$ cat src/rtl/srambank_arb2_ctrl_if.sv
// Requester-side request/response bundle for one port of srambank_arb2_ctrl.
// master = requester, slave = controller; ready is combinational, rsp_valid is a one-cycle pulse.
interface srambank_arb2_ctrl_if #(
    parameter int AW = 9,
    parameter int DW = 48
);
    logic          req_valid;
    logic          req_ready;
    logic          req_write;
    logic [AW-1:0] req_addr;
    logic [DW-1:0] req_wdata;
    logic          rsp_valid;
    logic [DW-1:0] rsp_data;

    modport master (
        output req_valid, req_write, req_addr, req_wdata,
        input  req_ready, rsp_valid, rsp_data
    );

    modport slave (
        input  req_valid, req_write, req_addr, req_wdata,
        output req_ready, rsp_valid, rsp_data
    );
endinterface

$ cat src/rtl/srambank_arb2_ctrl.sv
// Two-port round-robin controller for one synchronous SRAM bank; optional zero-fill via SRAMBANK_ARB_INIT_CLEAR_EN.
// Latency: fire -> bank pins next cycle; read data on rsp 2 cycles after fire.
// Backpressure: at most one combinational ready per cycle, only once init_done is high.
module srambank_arb2_ctrl #(
    parameter int AW = 9,
    parameter int DW = 48
) (
    input  logic                 clk,
    input  logic                 rst,
    srambank_arb2_ctrl_if.slave  req0_if,
    srambank_arb2_ctrl_if.slave  req1_if,
    output logic [AW-1:0]        ADDRESS_o,
    output logic [DW-1:0]        wd_o,
    output logic                 banksel_o,
    output logic                 read_o,
    output logic                 write_o,
    input  logic [DW-1:0]        dataout_i,
    output logic                 init_done_o
);
    typedef enum logic {ST_INIT, ST_RUN} state_t;

`ifdef SRAMBANK_ARB_INIT_CLEAR_EN
    localparam state_t RST_STATE = ST_INIT;
    logic [AW-1:0] cnt_q;
`else
    localparam state_t RST_STATE = ST_RUN;
`endif

    state_t        state_q;
    logic          init_done_q;
    logic          prio_q;          // port that wins the next tie
    logic [AW-1:0] addr_q;
    logic [DW-1:0] wd_q;
    logic          bsel_q, rd_q, wr_q;
    logic          s0_vld_q, s0_port_q, s1_vld_q, s1_port_q;

    logic          v0, v1, gnt0, gnt1, fire;
    logic          sel_write;
    logic [AW-1:0] sel_addr;
    logic [DW-1:0] sel_wdata;

    assign v0   = req0_if.req_valid;
    assign v1   = req1_if.req_valid;
    assign gnt0 = init_done_q & v0 & (~v1 | ~prio_q);
    assign gnt1 = init_done_q & v1 & (~v0 | prio_q);
    assign fire = gnt0 | gnt1;

    assign sel_write = gnt1 ? req1_if.req_write : req0_if.req_write;
    assign sel_addr  = gnt1 ? req1_if.req_addr  : req0_if.req_addr;
    assign sel_wdata = gnt1 ? req1_if.req_wdata : req0_if.req_wdata;

    always_ff @(posedge clk or posedge rst) begin
        if (rst) begin
            state_q     <= RST_STATE;
            init_done_q <= 1'b0;
            prio_q      <= 1'b0;
            addr_q      <= '0;
            wd_q        <= '0;
            bsel_q      <= 1'b0;
            rd_q        <= 1'b0;
            wr_q        <= 1'b0;
            s0_vld_q    <= 1'b0;
            s0_port_q   <= 1'b0;
            s1_vld_q    <= 1'b0;
            s1_port_q   <= 1'b0;
`ifdef SRAMBANK_ARB_INIT_CLEAR_EN
            cnt_q       <= '0;
`endif
        end else begin
            bsel_q    <= 1'b0;
            rd_q      <= 1'b0;
            wr_q      <= 1'b0;
            s0_vld_q  <= 1'b0;
            s1_vld_q  <= s0_vld_q;
            s1_port_q <= s0_port_q;
            case (state_q)
`ifdef SRAMBANK_ARB_INIT_CLEAR_EN
                ST_INIT: begin
                    addr_q <= cnt_q;
                    wd_q   <= '0;
                    bsel_q <= 1'b1;
                    wr_q   <= 1'b1;
                    cnt_q  <= cnt_q + 1'b1;
                    if (cnt_q == {AW{1'b1}}) begin
                        state_q     <= ST_RUN;
                        init_done_q <= 1'b1;
                    end
                end
`endif
                default: begin
                    init_done_q <= 1'b1;
                    if (fire) begin
                        // after a grant the other port gets the next tie
                        prio_q <= gnt0;
                        addr_q <= sel_addr;
                        bsel_q <= 1'b1;
                        if (sel_write) begin
                            wr_q <= 1'b1;
                            wd_q <= sel_wdata;
                        end else begin
                            rd_q      <= 1'b1;
                            s0_vld_q  <= 1'b1;
                            s0_port_q <= gnt1;
                        end
                    end
                end
            endcase
        end
    end

    assign req0_if.req_ready = gnt0;
    assign req1_if.req_ready = gnt1;
    // bank output register is read directly; the tracker only steers the valid
    assign req0_if.rsp_valid = s1_vld_q & ~s1_port_q;
    assign req1_if.rsp_valid = s1_vld_q &  s1_port_q;
    assign req0_if.rsp_data  = dataout_i;
    assign req1_if.rsp_data  = dataout_i;

    assign ADDRESS_o   = addr_q;
    assign wd_o        = wd_q;
    assign banksel_o   = bsel_q;
    assign read_o      = rd_q;
    assign write_o     = wr_q;
    assign init_done_o = init_done_q;
endmodule

$ cat src/flat_wrapper.sv
// flat-port wrapper written by rule: the top's interface ports become plain ports
module srambank_arb2_ctrl_flat 
#(
    parameter int AW = 9,
    parameter int DW = 48
)
  (clk, rst, ADDRESS_o, wd_o, banksel_o, read_o, write_o, dataout_i, init_done_o, req0_if_req_valid, req0_if_req_write, req0_if_req_addr, req0_if_req_wdata, req0_if_req_ready, req0_if_rsp_valid, req0_if_rsp_data, req1_if_req_valid, req1_if_req_write, req1_if_req_addr, req1_if_req_wdata, req1_if_req_ready, req1_if_rsp_valid, req1_if_rsp_data);
  srambank_arb2_ctrl_if #(.AW(AW), .DW(DW)) req0_if_i ();
  srambank_arb2_ctrl_if #(.AW(AW), .DW(DW)) req1_if_i ();
  input  logic clk;
  input  logic rst;
  output logic [AW-1:0] ADDRESS_o;
  output logic [DW-1:0] wd_o;
  output logic banksel_o;
  output logic read_o;
  output logic write_o;
  input  logic [DW-1:0] dataout_i;
  output logic init_done_o;
  input wire logic [$bits(req0_if_i.req_valid)-1:0] req0_if_req_valid;
  input wire logic [$bits(req0_if_i.req_write)-1:0] req0_if_req_write;
  input wire logic [$bits(req0_if_i.req_addr)-1:0] req0_if_req_addr;
  input wire logic [$bits(req0_if_i.req_wdata)-1:0] req0_if_req_wdata;
  output wire logic [$bits(req0_if_i.req_ready)-1:0] req0_if_req_ready;
  output wire logic [$bits(req0_if_i.rsp_valid)-1:0] req0_if_rsp_valid;
  output wire logic [$bits(req0_if_i.rsp_data)-1:0] req0_if_rsp_data;
  input wire logic [$bits(req1_if_i.req_valid)-1:0] req1_if_req_valid;
  input wire logic [$bits(req1_if_i.req_write)-1:0] req1_if_req_write;
  input wire logic [$bits(req1_if_i.req_addr)-1:0] req1_if_req_addr;
  input wire logic [$bits(req1_if_i.req_wdata)-1:0] req1_if_req_wdata;
  output wire logic [$bits(req1_if_i.req_ready)-1:0] req1_if_req_ready;
  output wire logic [$bits(req1_if_i.rsp_valid)-1:0] req1_if_rsp_valid;
  output wire logic [$bits(req1_if_i.rsp_data)-1:0] req1_if_rsp_data;
  assign req0_if_i.req_valid = req0_if_req_valid;
  assign req0_if_i.req_write = req0_if_req_write;
  assign req0_if_i.req_addr = req0_if_req_addr;
  assign req0_if_i.req_wdata = req0_if_req_wdata;
  assign req0_if_req_ready = req0_if_i.req_ready;
  assign req0_if_rsp_valid = req0_if_i.rsp_valid;
  assign req0_if_rsp_data = req0_if_i.rsp_data;
  assign req1_if_i.req_valid = req1_if_req_valid;
  assign req1_if_i.req_write = req1_if_req_write;
  assign req1_if_i.req_addr = req1_if_req_addr;
  assign req1_if_i.req_wdata = req1_if_req_wdata;
  assign req1_if_req_ready = req1_if_i.req_ready;
  assign req1_if_rsp_valid = req1_if_i.rsp_valid;
  assign req1_if_rsp_data = req1_if_i.rsp_data;
  srambank_arb2_ctrl #(.AW(AW), .DW(DW)) u_core (.clk(clk), .rst(rst), .req0_if(req0_if_i), .req1_if(req1_if_i), .ADDRESS_o(ADDRESS_o), .wd_o(wd_o), .banksel_o(banksel_o), .read_o(read_o), .write_o(write_o), .dataout_i(dataout_i), .init_done_o(init_done_o));
endmodule
$ cat config.mk
export PLATFORM = sky130hd
export DESIGN_NAME = srambank_arb2_ctrl_flat
export DESIGN_NICKNAME = d
export VERILOG_FILES = /design/src/rtl/srambank_arb2_ctrl_if.sv /design/src/rtl/srambank_arb2_ctrl.sv /design/src/flat_wrapper.sv
export SDC_FILE = /design/constraint.sdc
export NUM_CORES = 1
export LEC_CHECK = 0
export ABC_AREA = 1
export ABC_CLOCK_PERIOD_IN_PS = 2200
export CORE_AREA = 3 3 128 130
export CTS_CLUSTER_SIZE = 8
export DETAILED_ROUTE_END_ITERATION = 6
export DIE_AREA = 0 0 131 133
export PLACE_DENSITY_LB_ADDON = 0.08
export SLEW_MARGIN = 40
export SYNTH_ARGS = -nofsm -noshare
export SYNTH_HDL_FRONTEND = slang
export SYNTH_SLANG_ARGS = --single-unit
$ cat constraint.sdc
create_clock -name clk -period 2.2 [get_ports clk]
set_input_delay 0.22 -clock clk [delete_from_list [all_inputs] [get_ports clk]]
set_output_delay 0.22 -clock clk [all_outputs]
set_load 0.005 [all_outputs]
== Word level (Yosys, flattened, before mapping) ==
Index checks and enable logic that the tools add are counted.
Storage, ports and cells
  memory bits (writable): 0
  latch bits: 0
  register bits after elaboration: 65
  output and inout port bits: 161
  memories: 0
  bits in read-only memories: 0
Cells by class
  div/mod/pow operators: 0
  reductions and logical operators: 2
  eq/ne operators: 0
  bitwise logic cells: 14
  multiply operators: 0
  muxes and demuxes: 8
  magnitude comparators: 0
  shifts and indexed selects: 0
  add/subtract/negate cells: 0
Operators with widths (number)
  two-way mux 48 bit: 1
  two-way mux 9 bit: 1
  bitwise AND 1 bit: 6
  two-way mux 1 bit: 6
  NOT 1 bit: 5
  AND reduction 2 bit: 2
  bitwise OR 1 bit: 3

== Longest topological paths before layout ==
Gate-level depths: netlist of the first run.
  depth in word-level cells: 6
  mapped depth: 9
  mapped depth without buffers: 8

== Worst setup path after synthesis of the first run ==
OpenSTA, ideal clock, no wires.
  path type: register to register
  start: reg u_core.init_done_q (netlist: u_core.init_done_o)
  end: reg u_core.wd_q[0] (netlist: u_core.wd_o[0])
  required time: 2.082 ns
  period minus slack after synthesis: 1.248 ns
  path slack: 0.952 ns
  arrival time: 1.130 ns
  cell stages (with the launch flop): 10
  setup time: 0.118 ns
  path through: dfrtp_1 > nand2_1 > inv_2 > nand2_4 > nand2_1 > nand3_2 > buf_4 > buf_6 > nand2_1 > nand2_1
Between the ends
  word-level cells in the longest chain between the ends: 4
  elaborated cells on any way between the ends: 8
  classes of those cells: 2 x mux; 5 x bitwise; 1 x reduce/logical
RTL lines
  start, declared: RTL line srambank_arb2_ctrl.sv:30  | logic init_done_q;
  start signal, assigned: RTL line srambank_arb2_ctrl.sv:55  | init_done_q <= 1'b0;
  start signal, assigned: RTL line srambank_arb2_ctrl.sv:91  | init_done_q <= 1'b1;
  bitwise AND 1 bit, on equally long branches (2 in a row): RTL line srambank_arb2_ctrl.sv:45, srambank_arb2_ctrl.sv:44
  two-way mux 1 bit or bitwise OR 1 bit (tied branches): RTL line srambank_arb2_ctrl.sv:48, srambank_arb2_ctrl.sv:46
  AND reduction 2 bit (no source line)
  end signal, assigned: RTL line srambank_arb2_ctrl.sv:99  | wd_q <= sel_wdata;
  end, declared: RTL line srambank_arb2_ctrl.sv:33  | logic [DW-1:0] wd_q;
Several ways; a longest one is shown, not always the timed one.
A chain may end at the register's enable or synchronous reset.

== Worst setup path after layout of the first run ==
  start: reg u_core.init_done_q (netlist: u_core.init_done_o)
  end: out req1_if_req_ready
Between the ends
  word-level cells in the longest chain between the ends: 2
RTL lines
  bitwise AND 1 bit (2 in a row): RTL line srambank_arb2_ctrl.sv:45  | assign gnt1 = init_done_q & v1 & (~v0 | prio_q);
  end, declared: RTL line flat_wrapper.sv:30  | output wire logic [$bits(req1_if_i.req_ready)-1:0] req1_if_req_ready;
Every way passes these cells.

==> results of run 1 <==
==> final timing paths <==
check | startpoint | end | depth (start not counted)
max | u_core.init_done_o$_DFF_PP0_ | req1_if_req_ready | 5
min | rst | u_core.wd_o[25]$_DFFE_PP0P_ | 3
max reg2reg | u_core.init_done_o$_DFF_PP0_ | u_core.wd_o[9]$_DFFE_PP0P_ | 9
min reg2reg | u_core.read_o$_DFF_PP0_ | u_core.s1_vld_q$_DFF_PP0_ | 0
max in group asynchronous | rst | u_core.wd_o[45]$_DFFE_PP0P_ | 3
min in group clk | u_core.read_o$_DFF_PP0_ | u_core.s1_vld_q$_DFF_PP0_ | 0
==> cells by family (layout without fill, tap and decap cells) <==
kind of cell	count (synthesis)	after routing
other	1	1
DFF	65	65
buffers and inverters	140	227
AOI/OAI and AO/OA	2	2
and+or+nand+nor	358	358
==> layer usage <==
layer	vias up	wire, µm
met2	164	5620
met1	1647	5390
met4	0	456
met5	-	0
li1	1833	-
met3	45	1050
==> state kept, by name (all words and copies together) (netlist names) <==
signal / flops
u_core.read_o: 1
u_core.wd_o: 48
u_core.write_o: 1
u_core.prio_q: 1
u_core.init_done_o: 1
u_core.ADDRESS_o: 9
u_core.banksel_o: 1
u_core.s0_port_q: 1
u_core.s1_port_q: 1
u_core.s1_vld_q: 1
==> cells in the final DEF (no fill, tap or decap), types with 3 or more instances in the layout <==
cell	count
dfrtp_1	65
inv_2	5
clkdlybuf4s50_1	184
inv_1	6
nand3_1	99
nand2_1	252
buf_12	3
clkbuf_16	9
buf_4	13
nand2_2	3
==> worst reg2reg max path, stage by stage (launching register included) <==
cell and delay, ps:
dfrtp_1 400, nand2_1 120, inv_2 70, nand2_4 60, buf_4 360, nand2_1 120, nand3_2 110, buf_4 240
nand2_1 90, nand2_1 70
==> power groups by stage <==
stage | logic, µW | clock network [µW] | registers [µW]
after floorplan | 594 | 0 | 1560
after global placement | 1270 | 0 | 1550
after detailed placement | 1280 | 0 | 1550
after CTS | 1280 | 1620 | 1530
after global routing | 1390 | 1670 | 1560
final | 1250 | 1570 | 1530
==> per-stage QoR <==
stage	util	cell area (µm²)	worst slack [ps]	power, µW
after floorplan	-	4090	354	2150
after global placement	0.357	5440	294	2820
after CTS	0.378	5770	355	4440
final	0.378	5770	409	4350
after detailed placement	0.357	5440	214	2830
after global routing	0.378	5770	312	4620
==> cell type report <==
class | count | area, µm²
Clock buffer | 11 | 253
Clock inverter | 5 | 77.6
Fill cell | 1628 | 9480
Inverter | 11 | 41.3
Multi-Input combinational cell | 361 | 1510
Sequential cell | 65 | 1630
Tap cell | 211 | 264
Timing Repair Buffer | 200 | 2000
==> results.toml, run 1 <==
[synth]
synthFlopType = "dfrtp_1"
synthMuxAreaShare = 0
synth_commonest_cells = "nand2_1 (254), buf_4 (101), nand3_1 (99), dfrtp_1 (65), buf_2 (19)"
synth_area_leaders = "dfrtp_1 (40%), nand2_1 (23%), buf_4 (19%)"
synth_compound_gate_area_share = 0.00306
synth_cell_types = 16
syn_nets = 734
synth-simple-area-share = 0.364
synthArstFlopShare = 1.00
synthAdderAreaFrac = 0
synth-seq-cells = 65
syn_area_per_cell_um2 = 7.23
seq_area_frac_synth = 0.397
synth_xor_area_frac = 0
syn_area_mm2 = 0.00409
yosysTopAreaCellShare = 0.397
post-synth-top-area-cell = "dfrtp_1"
synth_top_family_by_area = "simple AND/OR/NAND/NOR gates"
synth_edf_count = 0
synth_cells = 566
synth_most_common_cell = "nand2_1"
ys_warn_count = 0

[power_and_ir_drop]
p_int_uw = 3180
total_leakage_power_uw = 0.00287
power_switching_uw = 1170
power.density_mw_per_mm2 = 753
seq_power_share = 0.351
clkPwrFrac = 0.361
p_sw_frac = 0.269
vdd_ir_drop_max_mv = 0.361
p_comb_frac = 0.288

[drt]
firstDrtPassIters = 4
drt_iter0_markers = 170
wire_per_inst_um = 14.5
wirelength_um = 12500
via_per_inst = 4.27
num_vias = 3689
ant_nets = 0
post-route-drc-count = 0

[grt]
grt_pass1_wl_um = 19300
overflow = 0
busiest_layer = "met2"
grt_use_total = 0.142
grt_max_degree = 66
grt_pass1_vias = 3752
grt_antenna_before_repair = 0
use_met2 = 0.221
use_met1 = 0.177
grtUsageMet3 = 0.0355

[critical_path]
cp.required_ps = 1980
worst_path_max_delay_cell = "clkdlybuf4s50_1"
max_stage_delay_ps = 510
crit_path_start_kind = "flip-flop"
crit_arrival_ps = 1570
crit_chain = "nand2_1 -> inv_2 -> nand2_4 -> inv_1 -> clkdlybuf4s50_1"
crit_family = "buffers and inverters"
critPathBufInv = 3
r2r_setup_slack_ps = 500
cp_max_fo = 3
endpoint_kind = "output port"
critical_path_class = "flip-flop to output port"

[placed_design]
port_buffers = 184
placedCellCount = 848
place_hpwl_um = 9190
gp_congestion = 0.774

[cts]
hold_buffers = 0
cts-buffers-inserted = 9
cts_num_sinks = 65
cts_setup_buffers = 0
max-clock-path-buffers = 2
cts_tree = "yes"
root_buffer = "clkbuf_16"
ctsResizeCount = 0
cts.htree.levels = 3
cts.clk_slew.worst_paths_ps = 50
worstSkewPairLatency_ps = 330

[flow_run]
maxCapViolCount = 0

[floorplanning]
coreArea_mm2 = 0.0153
fp.dieW_um = 131
dieArea_mm2 = 0.0174
die_y_um = 133
initial_core_util = 0.268
io_pins = 329
row_count = 45

[cells_and_area]
num_antenna_cells = 0
final_nets = 816
fin_cells = 864
syn_to_final_growth_pct = 41.1
drive_above_1_share = 0.0658

[timing]
period_needed_ps = 1790
fin_crit_sh = 0.814
finalMaxSlewViolations = 0
finalSetupViolCount = 0
fin_setup_tns_ps = 0
skew_ps = 3.38
max_freq_mhz = 558
hold-worst-slack_ps = 287
hold_viol = 0
rsz0062_at_grt = "false"

[min_path]
hp-class = "primary input to asynchronous set/reset pin"

[run_status]
outcome = "completed"
Power figures use the tool's default switching activity.
==> run 2, diff against run 1 <==
ABC_CLOCK_PERIOD_IN_PS = 1800   (was 2200)
clock period = 1.8 ns   (was 2.2 ns; I/O delays follow)
==> run 2 against run 1 <==
Compared with the run above: critical path depth shrank 1; sequential cell count is the same; worst setup slack lost 270 ps; first-iteration DRC count grew 1.8%; combinational power grew 26%; cell count grew 0.23%; hold slack gained 17 ps; final area grew 0.50%; via count grew 0.98%; sequential power grew 22%; largest cell class unchanged.
==> results.toml, run 2 (synthesized netlist as in run 1, its figures left out) <==
[cells_and_area]
num_antenna_cells = 0
syn_to_final_growth_pct = 41.8
largest_reg_flops = 48
fin_cells = 866
drive_above_1_share = 0.0687
layout_commonest_cell = "nand2_1"
layout_common_cells = "nand2_1 (252), clkdlybuf4s50_1 (183), nand3_1 (99)"
final_nets = 822

[critical_path]
crit_arrival_ps = 1480
crit_path_start_kind = "primary input"
crit_chain = "clkdlybuf4s50_1 -> nand2_1 -> a21oi_1 -> clkdlybuf4s50_1"
cp.required_ps = 1620
max_stage_delay_ps = 530
crit_path_frequent_cell = "clkdlybuf4s50_1"
endpoint_kind = "output port"
worst_path_max_delay_cell = "clkdlybuf4s50_1"
critical_path_class = "primary input to output port"
cp_max_fo = 2

[drt]
num_vias = 3725
post-route-drc-count = 0
drt_iter0_markers = 173
ant_nets = 0
via_per_inst = 4.30
wire_per_inst_um = 14.5
firstDrtPassIters = 4
wirelength_um = 12600

[flow_run]
maxCapViolCount = 0

[timing]
fin_crit_sh = 0.921
hold_viol = 0
rsz0062_at_grt = "false"
finalSetupViolCount = 0
finalMaxSlewViolations = 0
skew_ps = 3.80
max_freq_mhz = 603
period_needed_ps = 1660
fin_setup_tns_ps = 0

[grt]
overflow = 0
grt_max_degree = 66
grt_pass1_vias = 3765
grt_antenna_before_repair = 0
grt_use_total = 0.142
grt_pass1_wl_um = 19500

[placed_design]
port_buffers = 184
place_hpwl_um = 9370
gp_congestion = 0.771
placedCellCount = 852

[cts]
hold_buffers = 0
cts.htree.levels = 3
root_buffer = "clkbuf_16"
worstSkewPairLatency_ps = 320
cts.clk_slew.worst_paths_ps = 50
max-clock-path-buffers = 2
cts-buffers-inserted = 9
cts_tree = "yes"
cts_num_sinks = 65

[power_and_ir_drop]
power.density_mw_per_mm2 = 858
vdd_ir_drop_max_mv = 0.396
total_leakage_power_uw = 0.00289
p_total_uw = 4980

[floorplanning]
die_y_um = 133
row_count = 45
coreArea_mm2 = 0.0153
fp.dieW_um = 131
initial_core_util = 0.268
dieArea_mm2 = 0.0174
io_pins = 329

[run_status]
outcome = "completed"

[min_path]
hp-class = "primary input to asynchronous set/reset pin"
==> run 2: metrics by stage <==
| step | util | hold WS, ps | instance area [µm²] | worst slack (ps) |
|---|---|---|---|---|
| after floorplan | - | 318 | 4100 | 552 |
| after global placement | 0.362 | 360 | 5530 | 102 |
| after detailed placement | 0.362 | 360 | 5530 | 87.4 |
| after CTS | 0.379 | 314 | 5790 | 8.98 |
| after global routing | 0.380 | 340 | 5800 | 35.7 |
| final | 0.380 | 304 | 5800 | 142 |
==> run 2: area by class of cell <==
type / count / area (µm²)
fillers: 1647 / 9460
repair buffers: 206 / 2100
multi-input cells: 361 / 1510
inverters: 11 / 45.0
flip-flops and latches: 65 / 1630
well taps: 211 / 264
clock buffers: 11 / 253
clock inverters: 1 / 5.00
==> run 2: report_power, final <==
| group | internal [µW] | leakage (µW) | switching (µW) |
|---|---|---|---|
| Sequential | 1730 | 0.000818 | 140 |
| Clock | 971 | 0.000129 | 576 |
| Combinational | 909 | 0.00195 | 657 |
==> run 2: worst max-delay path, delay by kind of cell <==
kind            cells  cell delay (ps)
simple gates        1              100
compound gates      1              150
buf+inv             2             1050
==> run 2: path summary, 6_finish.rpt <==
check | start | to | slack [ps] | cells after the start
worst max register to register | u_core.init_done_o$_DFF_PP0_ | u_core.wd_o[24]$_DFFE_PP0P_ | 240 | 9
min in group clk | dataout_i[17] | req0_if_rsp_data[17] | 360 | 0
worst max-delay path | req0_if_req_valid | req0_if_req_ready | 140 | 4
max in group asynchronous | rst | u_core.ADDRESS_o[8]$_DFFE_PP0P_ | 1200 | 3
worst min-delay path | rst | u_core.wd_o[21]$_DFFE_PP0P_ | 300 | 3
worst min register to register | u_core.read_o$_DFF_PP0_ | u_core.s1_vld_q$_DFF_PP0_ | 370 | 0
==> run 2: what timing repair did <==
action / 4_1_cts / 5_1_grt
resized for setup: 0 / 1
endpoints found under the hold margin: 0 / 0
setup endpoints to repair: 0 / 1
buffers inserted: 0 / 2
==> run 2: layer usage <==
metal	GRT usage	up-vias	share of wire	routed length, µm
met3	0.0379	36	0.087	1100
met2	0.225	147	0.46	5730
met4	0.0623	0	0.022	279
li1	-	1851	-	-
met1	0.181	1691	0.43	5450
met5	0	-	0	0
